$ cat config.mk
export PLATFORM = sky130hd
export DESIGN_NAME = hazard_unit
export DESIGN_NICKNAME = d
export VERILOG_FILES = /design/src/rtl/hazard_unit.sv
export SDC_FILE = /design/constraint.sdc
export NUM_CORES = 1
export LEC_CHECK = 0
export CAP_MARGIN = 10
export CORE_MARGIN = 2
export CORE_UTILIZATION = 25
export CTS_BUF_LIST = sky130_fd_sc_hd__clkbuf_16
export DETAILED_ROUTE_END_ITERATION = 6
export PLACE_DENSITY = 0.62
export SLEW_MARGIN = 0
export SYNTH_ARGS = -nofsm -noshare
export SYNTH_HDL_FRONTEND = slang
export SYNTH_SLANG_ARGS = --single-unit
$ cat constraint.sdc
create_clock -name CLK -period 2.8 [get_ports CLK]
set_input_delay 0.84 -clock CLK [delete_from_list [all_inputs] [get_ports CLK]]
set_output_delay 0.84 -clock CLK [all_outputs]
set_load 0.02 [all_outputs]
$ cat src/rtl/hazard_unit.sv
// Pipeline hazard unit: load-use stalls, memory waits, branch/jump flushes
// and halt handling for a five-stage pipeline. Pipeline-register enables,
// flushes and pc_en are combinational; halted and stall_count are registered.
module hazard_unit #(
    parameter int STALL_CNT_W = 8
) (
    input  logic                   CLK,
    input  logic                   RST,
    input  logic                   ihit,
    input  logic                   dhit,
    input  logic                   dmem_req,
    input  logic                   idex_dREN,
    input  logic [4:0]             idex_rt,
    input  logic [4:0]             ifid_rs,
    input  logic [4:0]             ifid_rt,
    input  logic                   branch_taken,
    input  logic                   jump,
    input  logic                   halt,
    output logic                   pc_en,
    output logic                   ifid_enable,
    output logic                   idex_enable,
    output logic                   exmem_enable,
    output logic                   memwb_enable,
    output logic                   ifid_flush,
    output logic                   idex_flush,
    output logic                   exmem_flush,
    output logic                   memwb_flush,
    output logic                   halted,
    output logic [STALL_CNT_W-1:0] stall_count
);

    typedef enum logic [1:0] {
        RUN     = 2'd0,
        LDSTALL = 2'd1,
        HALTED  = 2'd2
    } state_t;

    state_t                 r_state;
    state_t                 w_state_next;
    logic                   r_halted;
    logic [STALL_CNT_W-1:0] r_stall_count;
    logic                   w_load_use;
    logic                   w_mem_wait;

    // A load in EX whose destination feeds the instruction in ID; $zero never counts.
    assign w_load_use = idex_dREN && (idex_rt != 5'd0) &&
                        ((idex_rt == ifid_rs) || (idex_rt == ifid_rt));
    assign w_mem_wait = dmem_req && !dhit;

    // State register; reset wins over everything, including HALTED.
    always_ff @(posedge CLK) begin
        if (RST) r_state <= RUN;
        else     r_state <= w_state_next;
    end

    // Next state and pipeline controls, highest-priority condition first.
    always_comb begin
        w_state_next = r_state;
        pc_en        = 1'b0;
        ifid_enable  = 1'b0;
        idex_enable  = 1'b0;
        exmem_enable = 1'b0;
        memwb_enable = 1'b0;
        ifid_flush   = 1'b0;
        idex_flush   = 1'b0;
        exmem_flush  = 1'b0;
        memwb_flush  = 1'b0;
        if (r_state != HALTED) begin
            if (halt) begin
                w_state_next = HALTED;
            end else if (w_mem_wait) begin
                // Freeze the whole pipeline and keep the current state.
                w_state_next = r_state;
            end else if (branch_taken) begin
                // Wrong-path instructions in IF/ID, ID/EX and EX/MEM are squashed.
                w_state_next = RUN;
                pc_en        = 1'b1;
                ifid_enable  = 1'b1;
                idex_enable  = 1'b1;
                exmem_enable = 1'b1;
                memwb_enable = 1'b1;
                ifid_flush   = 1'b1;
                idex_flush   = 1'b1;
                exmem_flush  = 1'b1;
            end else if ((r_state == RUN) && w_load_use) begin
                // Hold PC and IF/ID, insert a bubble into ID/EX.
                w_state_next = LDSTALL;
                idex_enable  = 1'b1;
                exmem_enable = 1'b1;
                memwb_enable = 1'b1;
                idex_flush   = 1'b1;
            end else begin
                // Normal flow; an I-miss bubbles IF/ID, a jump squashes the slot.
                w_state_next = RUN;
                pc_en        = ihit;
                ifid_enable  = 1'b1;
                idex_enable  = 1'b1;
                exmem_enable = 1'b1;
                memwb_enable = 1'b1;
                ifid_flush   = !ihit || jump;
            end
        end
    end

    // Halted flag rises on the edge that enters HALTED and sticks until reset.
    always_ff @(posedge CLK) begin
        if (RST)                         r_halted <= 1'b0;
        else if (w_state_next == HALTED) r_halted <= 1'b1;
    end

    // Saturating count of cycles where the PC did not advance while running.
    always_ff @(posedge CLK) begin
        if (RST)
            r_stall_count <= '0;
        else if ((r_state != HALTED) && !pc_en && (r_stall_count != '1))
            r_stall_count <= r_stall_count + STALL_CNT_W'(1);
    end

    assign halted      = r_halted;
    assign stall_count = r_stall_count;

endmodule
After elaboration in Yosys (flattened, before gate mapping)
Cells that the tools add are included.
W data, S select, Z words.
Word-level totals
  bits in registers: 11
  input port bits: 24
  word-level logic and storage cells: 54
Cells by class
  $add $sub $neg: 1
  equality and inequality tests: 5
  multiplexer cells: 32
  reductions and logical operators: 13
Operator list (number)
  $mux W1: 29
  $eq A5 B5 Y1: 2
  $add A8 B1 Y8 const B: 1
  $ne A8 B8 Y1 const B: 1
  $logic_and A1 B1 Y1: 6
  $mux W2: 3
  $reduce_bool A5 Y1: 1
  $logic_not A1 Y1: 3
  $eq A2 B2 Y1 const B: 1
  $logic_not A2 Y1: 1
  $logic_or A1 B1 Y1: 2
  $ne A2 B2 Y1 const B: 1

Longest topological paths before layout
Gate-level depths: netlist of the first run.
  depth in word-level cells: 12
  mapped depth: 7

Worst setup path before layout of the first run
OpenSTA, ideal clock, no wires.
  kind: input -> output
  from: input port idex_rt[1]
  to: output port ifid_flush
  arrival time: 2.278 ns
  path slack: -0.318 ns
  stages on the path: 5
  path buffers: 0
  path through: or4_2 > o211ai_1 > or2_2 > o21ai_0 > a21oi_1
On the way
  cells in the longest elaborated chain, start to end: 9
  elaborated cells on any way between the ends: 12
  classes of those cells: eq/ne (2); mux (5); reduce/logical (5)
Ends and longest elaborated chain
  start: declaration: RTL line 13  | input logic [4:0] idex_rt,
  $eq A5 B5 Y1 / $reduce_bool A5 Y1 (equally long branches): RTL line 47, 46
  $logic_or A1 B1 Y1 / $logic_and A1 B1 Y1 (equally long branches): RTL line 47, 46
  $logic_and A1 B1 Y1 (*): RTL line 46  | assign w_load_use = idex_dREN && (idex_rt != 5'd0) &&
  $logic_and A1 B1 Y1 (*): RTL line 85  | end else if ((r_state == RUN) && w_load_use) begin
  $mux W1 (*): RTL line 85
  $mux W1 (*): RTL line 74  | end else if (branch_taken) begin
  $mux W1 (*): RTL line 71  | end else if (w_mem_wait) begin
  $mux W1 (*): RTL line 69  | if (halt) begin
  $mux W1 (*): RTL line 68  | if (r_state != HALTED) begin
  end: declaration: RTL line 24  | output logic ifid_flush,
Every way passes the cells marked *; elsewhere a longest branch is shown, timed or not.

Final worst setup path of the first run
  from: input port idex_rt[3]
  to: output port ifid_flush
The elaborated chain is that of the path after synthesis.

==> out/summary.md, run 1 <==
Cell taking the most area after synthesis: sky130_fd_sc_hd__dfxtp_1. On the critical path, the stage with the largest delay is an instance of sky130_fd_sc_hd__or4_4. After detailed routing, the number of remaining DRC violations is 0.

The number of hold violations in the final report came out at 0. The post-layout worst setup margin was -245 ps. The total global routing overflow is 0, and the global placement routability congestion is 0.815. From left edge to right edge, the die measures 59.2 µm. Setup violations remaining at the end of the flow were counted as 4. The worst hold path belongs to the class flop to flop. Fraction of registers with async set/reset: 0.

Category of the critical setup timing path: input port to output pin. The flow ran to the end, but the final reports show violations. The proportion of netlist area held by the largest area contributor is 0.289, and the number of global-route vias before repair is 849.

The startpoint identified for the worst register-to-register timing path is stall_count[4]. Number of clock sinks: 11. The routed wirelength normalized by instance count was 11.7 µm; the buffer levels on the longest clock path was 2.

The routed layout has 855 vias. In this design, the stage delay of the slowest critical-path cell is 510 ps. The power density normalized to cell area is 414 nW/µm², and the arrival time of the worst setup path is 2200 ps. The logs give 9 for the largest net degree at the start of global routing and 780 ps for the reg2reg setup slack.

The count of maximum capacitance violations came out at 0. The main flop type after synthesis is sky130_fd_sc_hd__dfxtp_1. For the total CTS buffers, the log shows 3.

The logs give 15 for the number of violations reported at the end of detailed-routing iteration 0 and 0.328 GHz for the highest achievable clock rate. Along the worst hold path, the cell count comes to 2. For the worst-skew pair later-pin latency, the log shows 240 ps.

Root buffer cell: sky130_fd_sc_hd__clkbuf_16. Cell family contributing the most delay on the critical path: simple AND/OR/NAND/NOR gates. The first global-routing pass estimated 3600 µm of wire. The worst hold path begins at halted. The worst-path maximum fanout is 4.

By instance count, the cell type seen most on the critical path is sky130_fd_sc_hd__buf_6. The routed design could run at a clock period as short as 3040 ps. The final period utilization works out to 1.09.

The fraction of layout cells with a size suffix above 1 is 0.353, and the routed wire length is 2180 µm. The level count of the clock H-tree was 1. The tools report the type of origin of the critical path as an input port. Measured in cells, the most critical reg-to-reg path has a length of 7. The tools report the count of final max-slew check failures as 0. Data on the critical path is required at its endpoint by 1960 ps. After synthesis, the cell types taking the most area are sky130_fd_sc_hd__dfxtp_1 (29%), sky130_fd_sc_hd__xor2_1 (11%), sky130_fd_sc_hd__nor2_1 (8.9%). The count of flip-flops with a built-in enable after synthesis was 0; the count of boundary I/O pins was 42. Across the VDD grid, the largest voltage drop is 0.176 mV. End-of-flow core utilization: 0.485. The pre-antenna-repair detailed-routing pass consisted of 4 iterations.

The die covers 3510 µm². Clock-pin slew was measured on the worst setup and hold paths at 40 ps. During synthesis, Yosys emitted a total of 0 warnings.

The count of input and output buffers is 40. The endpoint identified for the worst register-to-register timing path is stall_count[6]. The number of unique standard cell types used by synthesis came out at 35.

The area growth from synthesis to layout is 89.5%. After filler insertion, the fill cell instance count of the layout stands at 304. Buffers inserted to repair hold after CTS numbered 0. The logs give 179 for the count of placed standard cells including taps and 97 for the number of instances in the synthesized netlist. TritonCTS built the clock tree. Setup repair after global routing could not meet its margin everywhere. Number of standard cells in the layout, taps in and fillers out: 186. The checks that failed: setup timing.

Once detail routing completed, the nets flagged for antenna violations numbered 0. STA classifies the critical path endpoint as an output pin. Detailed placement ended at an HPWL of 1800 µm.

Traced cell by cell, the critical path runs through buf_6 > or4_4 > o211ai_1 > or2_4 > o21ai_4 > a21oi_4 > buf_6. 0 antenna diodes ended up in the layout. Summed over all cells, the static leakage comes to 0.000644 µW. Between clock sinks in the finished design, the worst skew comes to 3.03 ps. The run gives 0.256 as the starting density of the core. The number of buffers and inverters on the critical path works out to 2. The proportion of synthesized chip area in sequential cells was 0.289.

The synthesis-stage register bit count is 11. The number of nets in the synthesized netlist was 122. The via density per instance was 4.60. For the number of core rows, the log shows 20. The mean instance size in the synthesized netlist is 7.86 µm². The overall die height came out at 59.2 µm. The run gives 2980 µm² as the placeable core area. The initial antenna violation count is 0.

Total routing usage reported by global routing: 0.133. For hold timing, the worst endpoint is halted. After synthesis the cells add up to 762 µm². The count of nets after finishing was 179.
==> layout by cell type (no fill, tap or decap), types with 2 or more instances in the layout <==
cell type,count
sky130_fd_sc_hd__a21oi_1,4
sky130_fd_sc_hd__and3_1,2
sky130_fd_sc_hd__dlygate4sd2_1,8
sky130_fd_sc_hd__xor2_1,10
sky130_fd_sc_hd__nand4_1,2
sky130_fd_sc_hd__dfxtp_1,11
sky130_fd_sc_hd__nor2b_1,2
sky130_fd_sc_hd__or4_4,2
sky130_fd_sc_hd__mux2_1,3
sky130_fd_sc_hd__nor2_2,2
sky130_fd_sc_hd__clkbuf_16,3
sky130_fd_sc_hd__inv_1,4
sky130_fd_sc_hd__nand3_1,3
sky130_fd_sc_hd__xnor2_1,3
sky130_fd_sc_hd__buf_4,14
sky130_fd_sc_hd__buf_6,11
sky130_fd_sc_hd__buf_2,5
sky130_fd_sc_hd__nor3_2,2
sky130_fd_sc_hd__clkdlybuf4s50_1,14
sky130_fd_sc_hd__nor2_1,15
sky130_fd_sc_hd__a21oi_4,2
sky130_fd_sc_hd__clkdlybuf4s15_1,5
==> cell usage after synthesis (all sizes together), types with 2 or more instances <==
library cell and number:
nand3 3, nor2b 3, mux2 3, or2 2
and3 2, dfxtp 11, o21ai 2, buf 4
xnor2 3, nor3 3, xor2 10, nor2 18
nand2 2, inv 5, or4 2, nand4 2
a21oi 7, and2b 2
==> flip-flops by register name (all words and copies together), names as in the netlist <==
signal / cells
halted: 1
r_state: 2
stall_count: 8
==> timing repair <==
item | in CTS | in global routing
setup endpoints to repair | 16 | 4
setup buffers | 2 | 1
resized for setup | 92 | 4
pin swaps | 17 | 3
endpoints found under the hold margin | 0 | 0
==> power breakdown <==
group | total, µW | leakage, µW | internal, µW | switching (µW)
clock | 260 | 0.0000409 | 189 | 70.7
sequential | 171 | 0.0000897 | 164 | 6.76
combinational | 167 | 0.000514 | 88.9 | 77.8
total | 597 | 0.000644 | 442 | 155
==> cell families (layout without fill, tap and decap cells) <==
kind of cell,Yosys count,after routing,synth area share
xor+xnor,13,13,0.149
fa+ha+maj,1,1,0.0164
flops,11,11,0.289
other cells,1,1,0.00492
compound gates,15,15,0.126
mux,3,3,0.0443
simple gates,43,43,0.304
buf+inv,10,66,0.0657
==> metal layers <==
metal / track usage / up-vias / wire, µm
met4: 0.0390 / 0 / 25
met5: 0 / - / 0
met1: 0.144 / 384 / 846
met2: 0.251 / 32 / 1170
li1: - / 436 / -
met3: 0.0306 / 3 / 134
==> worst register-to-register path: cells and delay by family (launching register included) <==
family,cells,cell delay (ps)
and+or+nand+nor,5,1000
DFF,1,330
muxes,1,320
AOI/OAI and AO/OA,1,250
==> cell type report <==
class,instances,area [µm²],area share
clock buffer,3,75.1,0.0520
clock inverter,1,5.00,0.00347
inverter,5,18.8,0.0130
multi-input combinational,76,569,0.394
sequential,11,220,0.153
tap,33,41.3,0.0286
timing repair buffer,57,514,0.356
==> stage by stage <==
step	cell area (µm²)	setup TNS (ps)	setup slack (ps)	power [µW]	hold WS (ps)
after floorplan	796	-33.4	-16.9	248	476
after global placement	1310	-9170	-1030	330	460
after detailed placement	1310	-9850	-1070	335	469
after CTS	1420	-782	-254	600	479
after global routing	1440	-1030	-283	629	507
final	1440	-877	-245	597	469
==> how the worst max path moves through the flow <==
stage                          start         end  slack (ps)  depth (start not counted)
after floorplan           idex_rt[1]  ifid_flush         -20                          5
after global placement    idex_rt[1]  ifid_flush       -1030                          7
after detailed placement  idex_rt[1]  ifid_flush       -1070                          7
after CTS                 idex_rt[3]  ifid_flush        -250                          7
after global routing      idex_rt[3]  ifid_flush        -280                          7
final                     idex_rt[3]  ifid_flush        -240                          7
(Power assumes the default switching activity.)
==> run 2, diff against run 1 <==
- HOLD_SLACK_MARGIN: default -> 0.1
==> results of run 2 <==
No change in the layout: final DEF, timing and power equal those of run 1.
==> run 3, diff against run 2 <==
- HOLD_SLACK_MARGIN: 0.1 -> default
==> results of run 3 <==
No change in the layout: final DEF, timing and power equal those of run 1.
